**config.mk**
```make
export PLATFORM = sky130hd
export DESIGN_NAME = param_updown_counter
export DESIGN_NICKNAME = d
export VERILOG_FILES = /design/src/rtl/param_updown_counter.sv
export SDC_FILE = /design/constraint.sdc
export NUM_CORES = 1
export LEC_CHECK = 0
export BUFFER_PORTS_ARGS = -buffer_cell sky130_fd_sc_hd__buf_2
export CAP_MARGIN = 5
export CORE_AREA = 2 2 53 74
export CTS_BUF_LIST = sky130_fd_sc_hd__clkbuf_8
export DETAILED_ROUTE_END_ITERATION = 8
export DIE_AREA = 0 0 55 76
export PLACE_DENSITY_LB_ADDON = 0.1
export SYNTH_ARGS = -nofsm -noshare
export SYNTH_HDL_FRONTEND = slang
export SYNTH_SLANG_ARGS = --single-unit
```
**constraint.sdc**
```tcl
create_clock -name clock -period 4.4 [get_ports clock]
set_input_delay 0 -clock clock [delete_from_list [all_inputs] [get_ports clock]]
set_output_delay 0 -clock clock [all_outputs]
set_load 0.05 [all_outputs]
```
**src/rtl/param_updown_counter.sv**
```systemverilog
// param_updown_counter: parametrised up/down counter with selectable width and modulus,
// parallel load, wrap or saturate at the range ends, a combinational terminal-count output
// for cascading, and a registered one-cycle rollover pulse.
//
// Optional feature: define COUNTER_CMP_EN to add cmp_value/cmp_match, a registered compare
// that is high in the same cycle q equals cmp_value.

module param_updown_counter #(
    parameter int unsigned     WIDTH    = 16,
    parameter longint unsigned MODULO   = 64'd1 << WIDTH,
    parameter bit              SATURATE = 1'b0
) (
    input  logic             clock,
    input  logic             clearN,
    input  logic             enable,
    input  logic             up,
    input  logic             load,
    input  logic [WIDTH-1:0] load_value,
    output logic [WIDTH-1:0] q,
    output logic             tc,
    output logic             rollover
`ifdef COUNTER_CMP_EN
    ,
    input  logic [WIDTH-1:0] cmp_value,
    output logic             cmp_match
`endif
);

    // Highest legal count; q never leaves 0..max_val.
    localparam logic [WIDTH-1:0] max_val = WIDTH'(MODULO - 64'd1);
    localparam logic [WIDTH-1:0] one     = WIDTH'(1);

    logic [WIDTH-1:0] count_q, count_d;
    logic             rollover_q, rollover_d;
    logic             at_max, at_zero;

    assign at_max  = (count_q == max_val);
    assign at_zero = (count_q == '0);

    // Next count and wrap detection; priority is load, then enable, then hold.
    always_comb begin
        count_d    = count_q;
        rollover_d = 1'b0;
        if (load) begin
            // Out-of-range load values clamp to the top of the range.
            count_d = (load_value > max_val) ? max_val : load_value;
        end else if (enable) begin
            if (up) begin
                if (!at_max) begin
                    count_d = count_q + one;
                end else if (!SATURATE) begin
                    count_d    = '0;
                    rollover_d = 1'b1;
                end
            end else begin
                if (!at_zero) begin
                    count_d = count_q - one;
                end else if (!SATURATE) begin
                    count_d    = max_val;
                    rollover_d = 1'b1;
                end
            end
        end
    end

    // Count and rollover state, cleared asynchronously.
    always_ff @(posedge clock or negedge clearN) begin
        if (!clearN) begin
            count_q    <= '0;
            rollover_q <= 1'b0;
        end else begin
            count_q    <= count_d;
            rollover_q <= rollover_d;
        end
    end

    // Terminal count is zero-latency so a following stage can count on this same edge.
    always_comb begin
        tc = enable & (up ? at_max : at_zero);
    end

    assign q        = count_q;
    assign rollover = rollover_q;

`ifdef COUNTER_CMP_EN
    logic cmp_match_q;
    logic cmp_hit;

    // Compare against the next count so the match lines up with q; values past the
    // range can never equal a legal count.
    assign cmp_hit = (cmp_value <= max_val) && (count_d == cmp_value);

    // Registered compare flag.
    always_ff @(posedge clock or negedge clearN) begin
        if (!clearN) begin
            cmp_match_q <= 1'b0;
        end else begin
            cmp_match_q <= cmp_hit;
        end
    end

    assign cmp_match = cmp_match_q;
`endif

endmodule

```
* Yosys cells after proc, flatten, opt, wreduce, memory -nomap -nowiden *
Index checks and enable logic that the tools add are counted.

word-level totals
  register bits = 17
  logic and storage cells = 21
  output and inout port bits = 18
  input bits = 21

cells by class
  reduce and logical (&&, ||, !) cells = 2
  equal/unequal tests = 1
  multiplexer cells = 12
  $add $sub $neg = 2
  bitwise logic cells = 1
  order comparisons = 1

operators by type and width
  kind                   number
  $mux 16                6
  $add 16x1->16 const B  1
  $eq 16x16->1 const B   1
  $gt 16x16->1 const B   1
  $logic_not 16->1       1
  $sub 16x1->16 const B  1
  $mux 1                 6
  $reduce_bool 2->1      1
  $and 1x1->1            1

* Depth between registers and ports, before layout *
Gate-level depths: netlist of the first run.

  depth in word-level cells = 5
  depth in mapped cells = 9
  mapped depth without buffers = 7

* Worst setup path before layout of the first run *
OpenSTA, ideal clock, no wires.

  kind = flip-flop to output port
  from = register count_q[0] (netlist: q[0])
  to = output tc
  data arrival time = 2.728 ns
  setup slack = 1.672 ns
  required time = 4.400 ns
  cell stages (with the launch flop) = 9
  path buffers = 2
  cell sequence = dfrtp_1 > clkbuf_1 > inv_1 > ha_1 > or4b_2 > or4_4 > buf_6 > nand2_1 > and3_1

on the way
  cells in the longest elaborated chain, start to end = 3
  elaborated cells on any way between the ends = 4
  classes of those cells = eq/ne: 1; mux: 1; bitwise: 1; reduce/logical: 1

RTL lines
  item                                              line    source
  start, declared                                   33      logic [WIDTH-1:0] count_q, count_d;
  start signal, assigned                            72      count_q <= count_d;
  $eq 16x16->1 or $logic_not 16->1 (tied branches)  37, 38
  $mux 1 (*)                                        79      tc = enable & (up ? at_max : at_zero);
  $and 1x1->1 (*)                                   79
  end, declared                                     20      output logic tc,

Every way passes the cells marked *; elsewhere a longest branch is shown, timed or not.

* Final worst setup path of the first run *
Ends and elaborated chain as after synthesis.

==> results of run 1 <==
==> routing by layer <==
metal  routed length (µm)  share of wire, %
met1                 2220                42
met2                 2670                50
met3                  291               5.5
met4                  107               2.0
met5                    0                 0
==> synth_stat cells, types with 4 or more instances <==
| library cell | number |
|---|---|
| and3_1 | 6 |
| dfrtp_1 | 17 |
| a21oi_1 | 11 |
| o21ai_1 | 5 |
| nor4_1 | 7 |
| nor3_1 | 12 |
| nand4_1 | 5 |
| nand3_1 | 11 |
| nor4b_1 | 5 |
| buf_2 | 4 |
| nand2_1 | 17 |
| inv_1 | 9 |
| nor2_1 | 8 |
| a31oi_1 | 7 |
| clkbuf_1 | 15 |
| o31ai_1 | 4 |
| o21ai_0 | 19 |
==> state kept, by name, summed over array words and instances (netlist names) <==
register  count
q            16
rollover      1
==> per-stage QoR <==
step | util, % | std cells | hold slack [ns] | instance area (µm²)
after floorplan | - | 222 | -0.296 | 1680
after CTS | 55.1 | 295 | 0.0148 | 1970
after detailed placement | 51.0 | 281 | -0.0419 | 1830
after global routing | 55.1 | 295 | 0.00533 | 1970
after global placement | 51.0 | 281 | -0.0411 | 1830
final | 55.1 | 295 | 0.00632 | 1970
==> final cells by class <==
type | instances | share of cell area (%)
Multi-Input combinational cell | 174 | 56.8
Sequential cell | 17 | 21.6
Timing Repair Buffer | 48 | 14.7
Tap cell | 42 | 2.67
Clock buffer | 3 | 2.10
Inverter | 10 | 1.90
Clock inverter | 1 | 0.190
==> logic make-up (layout without fill, tap and decap cells) <==
logic type / count (synthesis) / in the layout / synth area share, %
and+or+nand+nor: 91 / 91 / 31.2
DFF: 17 / 17 / 25.3
xor gates and xnor gates: 4 / 4 / 2.08
buffers and inverters: 31 / 62 / 8.11
muxes: 3 / 3 / 1.93
AOI/OAI and AO/OA: 73 / 73 / 29.2
adders and majority gates: 3 / 3 / 2.23
==> critical path: stages, from the launching register on <==
cell and delay [ns]:
dfrtp_1 0.48, inv_1 0.12, ha_1 0.16, or4b_2 0.58, or4_4 0.55, nand2_1 0.13, and3_1 0.17, buf_2 0.26
==> timing repair <==
item / 4_1_cts / 5_1_grt
hold endpoints to repair: 26 / 0
hold buffers: 10 / 0
gates resized for setup: 0 / 0
==> path summary, 6_finish.rpt <==
check | cells after the start | end | slack (ns)
setup / recovery | 7 | tc | 1.69
hold reg to reg | 2 | q[15] | 0.70
hold / removal | 2 | q[8] | 0.006
min in group asynchronous | 2 | q[13] | 0.20
max in group asynchronous | 2 | q[14] | 3.91
setup reg to reg | 7 | q[2] | 1.83
==> cells in the final DEF (no fill, tap or decap), types with 3 or more instances in the layout <==
master         count
dlygate4sd3_1     10
inv_1             10
nor2_1             8
nand2_1           17
nor3_1            12
o311ai_0           3
dfrtp_1           17
nor4b_1            5
nand3_1           11
o21ai_1            5
a221oi_1           3
a31oi_1            7
a21oi_1           11
or3_1              3
o31ai_1            4
and3_1             6
o21ai_0           19
nor4_1             7
clkbuf_8           3
ha_1               3
buf_2             38
nand4_1            5
o31a_1             3
==> report_power, final <==
part / switching (mW) / internal (mW) / total [mW]
clock network: 0.0618 / 0.0622 / 0.124
logic: 0.143 / 0.0689 / 0.212
registers: 0.0423 / 0.172 / 0.214
total: 0.247 / 0.303 / 0.550
==> results.ini, run 1 <==
[finish]
syn2layout_area_growth_pct=17.2
final_nets=278
drive_above_1_share_pct=21.3
diodes=0
seq_area_um2=425
multi_input_comb_area_um2=1120
fillers=368

[detailed_routing]
wl_per_cell_um=17.9
drc_errors=0
drt_iter0_drc=76
wl_um=5290
ant_nets=0
firstDrtPassIters=4
vias_per_cell=6.36
num_vias=1876

[power]
finalPower_mw=0.550
leakagePower_nw=0.773
powerDensity_nw_per_um2=279
ir_worst_vdd_mv=0.193

[grt]
grt_use_met2_pct=46.4
grt_overflow_total=0
grt_pass1_vias=1836
grt_max_degree=25
antenna_found_initial=0
grt.busiest_layer=met2
use_met1_pct=36.3
grt_usage_pct=28.3
met3_usage_pct=3.33
grt_pass1_wl_um=8910

[clock_network]
cts_root_buf=clkbuf_8
cts_buffers=3
clkTransAtPathRegs_ns=0.08
clockBufferDepth=2
tritoncts=built
clock_latency_ns=0.26
htree_levels=1
cts.sinks=17
cts_setup_buffers=0

[worst_setup_path]
cp.required_ns=4.40
crit_arrival_ns=2.71
critPathKind=reg -> out
path_max_fanout=13
worstSetupStartpoint=q[0]
end_kind=output pin
critPathLaunchType=flip-flop
rr_startpoint=q[0]

[sta]
slew_violations=0
fin_crit_ns=2.71
worst_pin_slew_ns=0.876
slew_headroom_pct=41.1
fin_skew_ns=0.00562
setup_violations=0
grt_setup_unrepaired=no
fin_ws_ns=1.69
fin_crit_sh_pct=61.5
final_hold_viol_count=0
fmax_mhz=369
fin_setup_tns_ns=0

[yosys]
async_flop_share_pct=100
synthCells=222
yosysTopAreaCellShare_pct=25.3
ys_seq_area_share_pct=25.3
synthesis.nets=246
syn_area_um2=1680
synthDistinctLibCells=53
synth_edf_count=0
synth-main-ff-cell=dfrtp_1
ys_warn_count=0
ys_seq_elements=17
synth.largest_area_cell=dfrtp_1
synthTopCellsByArea=dfrtp_1 25%, o21ai_0 5.7%, nand2_1 3.8%
avgSynthCellArea_um2=7.57

[place]
io_buffers=38
place_ws_ns=1.84
dp_hpwl_um=3660
finalWeightedCongestion=0.919

[flow_run]
maxCapViolations=0

[run_status]
outcome=complete, no violations

[hold_path]
hold_class=in -> reg
hp-start=load_value[8]

[floorplanning]
core-area_um2=3580
ios=39
die_area_um2=4180
rows=26
die_h_um=76
initial_core_util_pct=47.0
die_w_um=55

Note: power is estimated with default switching activity, not from simulation.
==> run 2, diff against run 1 <==
ABC_AREA = 1   (was unset)
CORE_AREA = 2 2 56 79   (was 2 2 53 74)
DIE_AREA = 0 0 58 81   (was 0 0 55 76)
clock period = 2.4 ns   (was 4.4 ns; I/O delays follow)
==> run 2 against run 1 <==
Net effect:
- combinational power is 140% higher
- global-route usage is 1.0 points lower
- wire length is 14% higher
- critical path depth is 1 higher
- design area is 11% higher
- largest cell class unchanged
- highest routed layer unchanged
==> results.ini, run 2 <==
[run_status]
outcome=complete, no violations

[floorplanning]
initial_core_util_pct=47.3
rows=28
die_area_um2=4700
die_w_um=58
die_h_um=81
core-area_um2=4060
ios=39

[worst_setup_path]
cp.required_ns=2.40
cp_slowest_cell=dfrtp_1
crit_arrival_ns=2.07
critPathKind=reg -> out
path_delay_family=simple AND/OR/NAND/NOR gates
critPathLaunchType=flip-flop
end_kind=output pin
max_stage_delay_ns=0.45
path_max_fanout=10
crit_buf_inv=1
crit_chain=ha_1, nand2_2, nor2_2, nand2_2, nor2_4, nor2_4, nor3_2, buf_2

[yosys]
synth_edf_count=0
async_flop_share_pct=100
ys_seq_area_share_pct=22.1
yosysMostFrequentCell=nand2_1
yosys-top-cells-count=114 x nand2_1, 53 x nor2_1, 46 x nand3_1
syn_area_um2=1920
synthDistinctLibCells=27
synthCells=334
ys_warn_count=0
synth-main-ff-cell=dfrtp_1
ys_seq_elements=17
synthTopCellsByArea=nand2_1 22%, dfrtp_1 22%, nand3_1 12%
yosysTopAreaCellShare_pct=22.3
synth.largest_area_cell=nand2_1
synthesis.nets=358
avgSynthCellArea_um2=5.75

[sta]
worst_pin_slew_ns=0.642
fin_crit_sh_pct=86.2
fmax_mhz=483
setup_violations=0
final_hold_viol_count=0
slew_headroom_pct=57.0
fin_skew_ns=0.00773
fin_crit_ns=2.07
fin_ws_ns=0.332
fin_setup_tns_ns=0
slew_violations=0
grt_setup_unrepaired=no
whs_ns=0.0439

[detailed_routing]
vias_per_cell=5.43
wl_per_cell_um=14.5
firstDrtPassIters=4
drt_iter0_drc=148
num_vias=2244
drc_errors=0
wl_um=6000
ant_nets=0

[clock_network]
holdBufCountCts=7
cts_setup_buffers=0
cts_resized=0
tritoncts=built
cts.sinks=17
htree_levels=1
clkTransAtPathRegs_ns=0.08
clock_latency_ns=0.27
cts_buffers=3
clockBufferDepth=2
cts_root_buf=clkbuf_8

[power]
powerDensity_nw_per_um2=534
finalPower_mw=1.17
ir_worst_vdd_mv=0.375
leakagePower_nw=1.10

[place]
dp_hpwl_um=4370
io_buffers=38
finalWeightedCongestion=0.943
place_ws_ns=0.626

[grt]
grt_pass1_wl_um=9720
antenna_found_initial=0
grt_max_degree=27
grt_pass1_vias=2065
grt_overflow_total=0
grt_usage_pct=27.2

[finish]
syn2layout_area_growth_pct=14.1
final_common_cell=nand2_1
final_nets=393
fin_util_pct=54.0
diodes=0
largest_reg_flops=16
layout_common_cells=114 x nand2_1, 53 x nor2_1, 46 x nand3_1
drive_above_1_share_pct=17.7

[hold_path]
hold_class=in -> reg

[flow_run]
maxCapViolations=0

run 2: cell count changes after synthesis, sizes merged, moves of 9 or more:
cell	previous run	this run
inv	9	28
o21ai	24	13
nand3	11	47
clkbuf	15	3
nor2	9	65
nor3	12	3
nand2	17	118
run 2: worst paths after layout:
kind,from,cells past startpoint,slack (ns),end
worst min-delay path,load_value[4],5,0.04,q[4]
worst max register to register,q[0],10,0.58,q[7]
max in group asynchronous,clearN,2,1.88,q[7]
worst max-delay path,q[0],8,0.33,tc
worst min register to register,q[1],2,0.62,q[1]
min in group asynchronous,clearN,2,0.20,q[4]
run 2: final cells by class:
type                    instances  area, µm²
clock buffers                   3       41.3
clock inverters                 1       3.75
fillers                       433       1870
inverters                      28        105
multi-input cells             273       1290
flip-flops and latches         17        425
well taps                      45       56.3
repair buffers                 46        268
run 2: worst reg2reg max path, cell delays in order, from the launching register on:
cell	delay, ns
dfrtp_1	0.45
ha_1	0.26
nand2_2	0.13
nor2_2	0.07
nand2_2	0.11
nor2_4	0.06
nor2_4	0.28
o21ai_0	0.16
nand3_1	0.13
nand2_1	0.06
nand2_1	0.05
run 2: report_power, final:
group / internal [mW] / switching, mW / total, mW
clock: 0.114 / 0.115 / 0.229
sequential: 0.320 / 0.103 / 0.423
combinational: 0.155 / 0.364 / 0.519
total: 0.589 / 0.581 / 1.17
run 2: cell families after synthesis:
logic type | after synthesis | share of synthesized area, %
simple gates | 240 | 55.3
buf+inv | 44 | 10.8
compound gates | 25 | 7.55
flops | 17 | 22.1
xor+xnor | 5 | 2.28
fa+ha+maj | 3 | 1.95
run 2: metrics by stage:
step,cells,instance area (µm²)
finish,413,2190
global route,413,2190
CTS,413,2190
detailed placement,402,2080
global placement,402,2080
floorplan,334,1930
run 2: routing by layer:
metal	part of all wire, %	track usage, %	vias to the layer above
met5	0	0	-
met4	4.7	16.0	0
met3	6.2	2.71	23
met2	47	44.0	88
met1	42	34.8	1002
li1	-	-	1131
==> run 3, diff against run 2 <==
CTS_BUF_LIST = unset   (was sky130_fd_sc_hd__clkbuf_8)
==> run 3 against run 2 <==
Net effect:
- critical path depth unchanged
- critical endpoint unchanged
- power up 0.32%
- die area unchanged
- cell count unchanged
- critical path type unchanged
- combinational power about the same
- sequential cell count unchanged
- design area unchanged
- highest routed layer unchanged
- largest cell class unchanged
- fmax down 0.25%
==> results.ini, run 3 (same netlist as run 2, synthesis figures left out) <==
[run_status]
outcome=complete, no violations

[power]
powerDensity_nw_per_um2=535
leakagePower_nw=1.10
ir_worst_vdd_mv=0.375
finalPower_mw=1.17

[clock_network]
tritoncts=built
clock_latency_ns=0.27
htree_levels=1
cts_resized=0
cts.sinks=17
cts_buffers=3
cts_root_buf=clkbuf_8
cts_setup_buffers=0
clkTransAtPathRegs_ns=0.08
holdBufCountCts=7
clockBufferDepth=2

[place]
io_buffers=38
finalWeightedCongestion=0.943
dp_hpwl_um=4370
dp_cells=402

[worst_setup_path]
cp_slowest_cell=dfrtp_1
max_stage_delay_ns=0.45
path_delay_family=simple AND/OR/NAND/NOR gates
end_kind=output pin
critPathKind=reg -> out
crit_chain=ha_1, nand2_2, nor2_2, nand2_2, nor2_4, nor2_4, nor3_2, buf_2
critPathLaunchType=flip-flop
path_max_fanout=10
crit_buf_inv=1
crit_arrival_ns=2.07
cp.required_ns=2.40

[sta]
worst_pin_slew_ns=0.646
setup_violations=0
fin_setup_tns_ns=0
slew_violations=0
fmax_mhz=482
grt_setup_unrepaired=no
fin_crit_sh_pct=86.4
whs_ns=0.0444
fin_skew_ns=0.00897
fin_crit_ns=2.07
final_hold_viol_count=0
slew_headroom_pct=56.8

[detailed_routing]
drt_iter0_drc=143
highest_layer=met4
wl_met3_um=435
wl_met1_um=2460
num_vias=2251
wl_met2_um=2850
wl_um=6010
firstDrtPassIters=4
drc_errors=0
wl_per_cell_um=14.5
vias_per_cell=5.45
ant_nets=0

[floorplanning]
die_w_um=58
core-area_um2=4060
initial_core_util_pct=47.3
ios=39
rows=28
die_h_um=81
die_area_um2=4700

[finish]
layout_common_cells=114 x nand2_1, 53 x nor2_1, 46 x nand3_1
finalNonFillerCells=413
final_common_cell=nand2_1
largest_reg_flops=16
final_nets=393
syn2layout_area_growth_pct=14.1
diodes=0
fin_util_pct=54.0
drive_above_1_share_pct=17.7

[grt]
grt_pass1_vias=2065
grt_max_degree=27
grt_overflow_total=0
grt_pass1_wl_um=9720
grt_usage_pct=27.2
antenna_found_initial=0

[flow_run]
maxCapViolations=0

[hold_path]
hold_class=in -> reg

==> run 3: changes by cell type in the layout (fill, tap and decap cells not counted), sizes merged <==
cell and change:
clkbuf +1, inv -1
==> run 3: worst reg2reg max path: stages, from the launching register on <==
cell	delay, ns
dfrtp_1	0.45
ha_1	0.26
nand2_2	0.14
nor2_2	0.07
nand2_2	0.11
nor2_4	0.06
nor2_4	0.28
o21ai_0	0.16
nand3_1	0.13
nand2_1	0.06
nand2_1	0.05
==> run 3: layer usage <==
metal,vias up,global-route usage (%)
li1,1128,-
met5,-,0
met2,99,44.0
met3,21,2.71
met1,1003,34.8
met4,0,16.0
==> run 3: worst paths after layout <==
kind / startpoint / end / slack [ns] / depth (start not counted)
setup / recovery: q[0] / tc / 0.33 / 8
hold / removal: load_value[2] / q[2] / 0.04 / 5
setup reg to reg: q[0] / q[7] / 0.57 / 10
hold reg to reg: q[1] / q[1] / 0.62 / 2
max in group asynchronous: clearN / q[7] / 1.89 / 2
min in group asynchronous: clearN / q[4] / 0.20 / 2
==> run 3: cell type report <==
cell class | instances | area [µm²]
clock buffer | 4 | 45.0
fill | 433 | 1870
inverter | 28 | 105
multi-input combinational | 273 | 1290
sequential | 17 | 425
tap | 45 | 56.3
timing repair buffer | 46 | 268
==> run 3: metrics by stage <==
stage / area, µm² / setup WS [ns]
finish: 2190 / 0.327
global route: 2190 / 0.211
CTS: 2190 / 0.356
detailed placement: 2080 / 0.626
global placement: 2080 / 0.605
floorplan: 1930 / 0.252
==> run 3: power breakdown <==
part | leakage (nW) | internal [mW] | switching [mW]
logic | 0.869 | 0.155 | 0.363
registers | 0.205 | 0.320 | 0.103
clock network | 0.0228 | 0.119 | 0.115
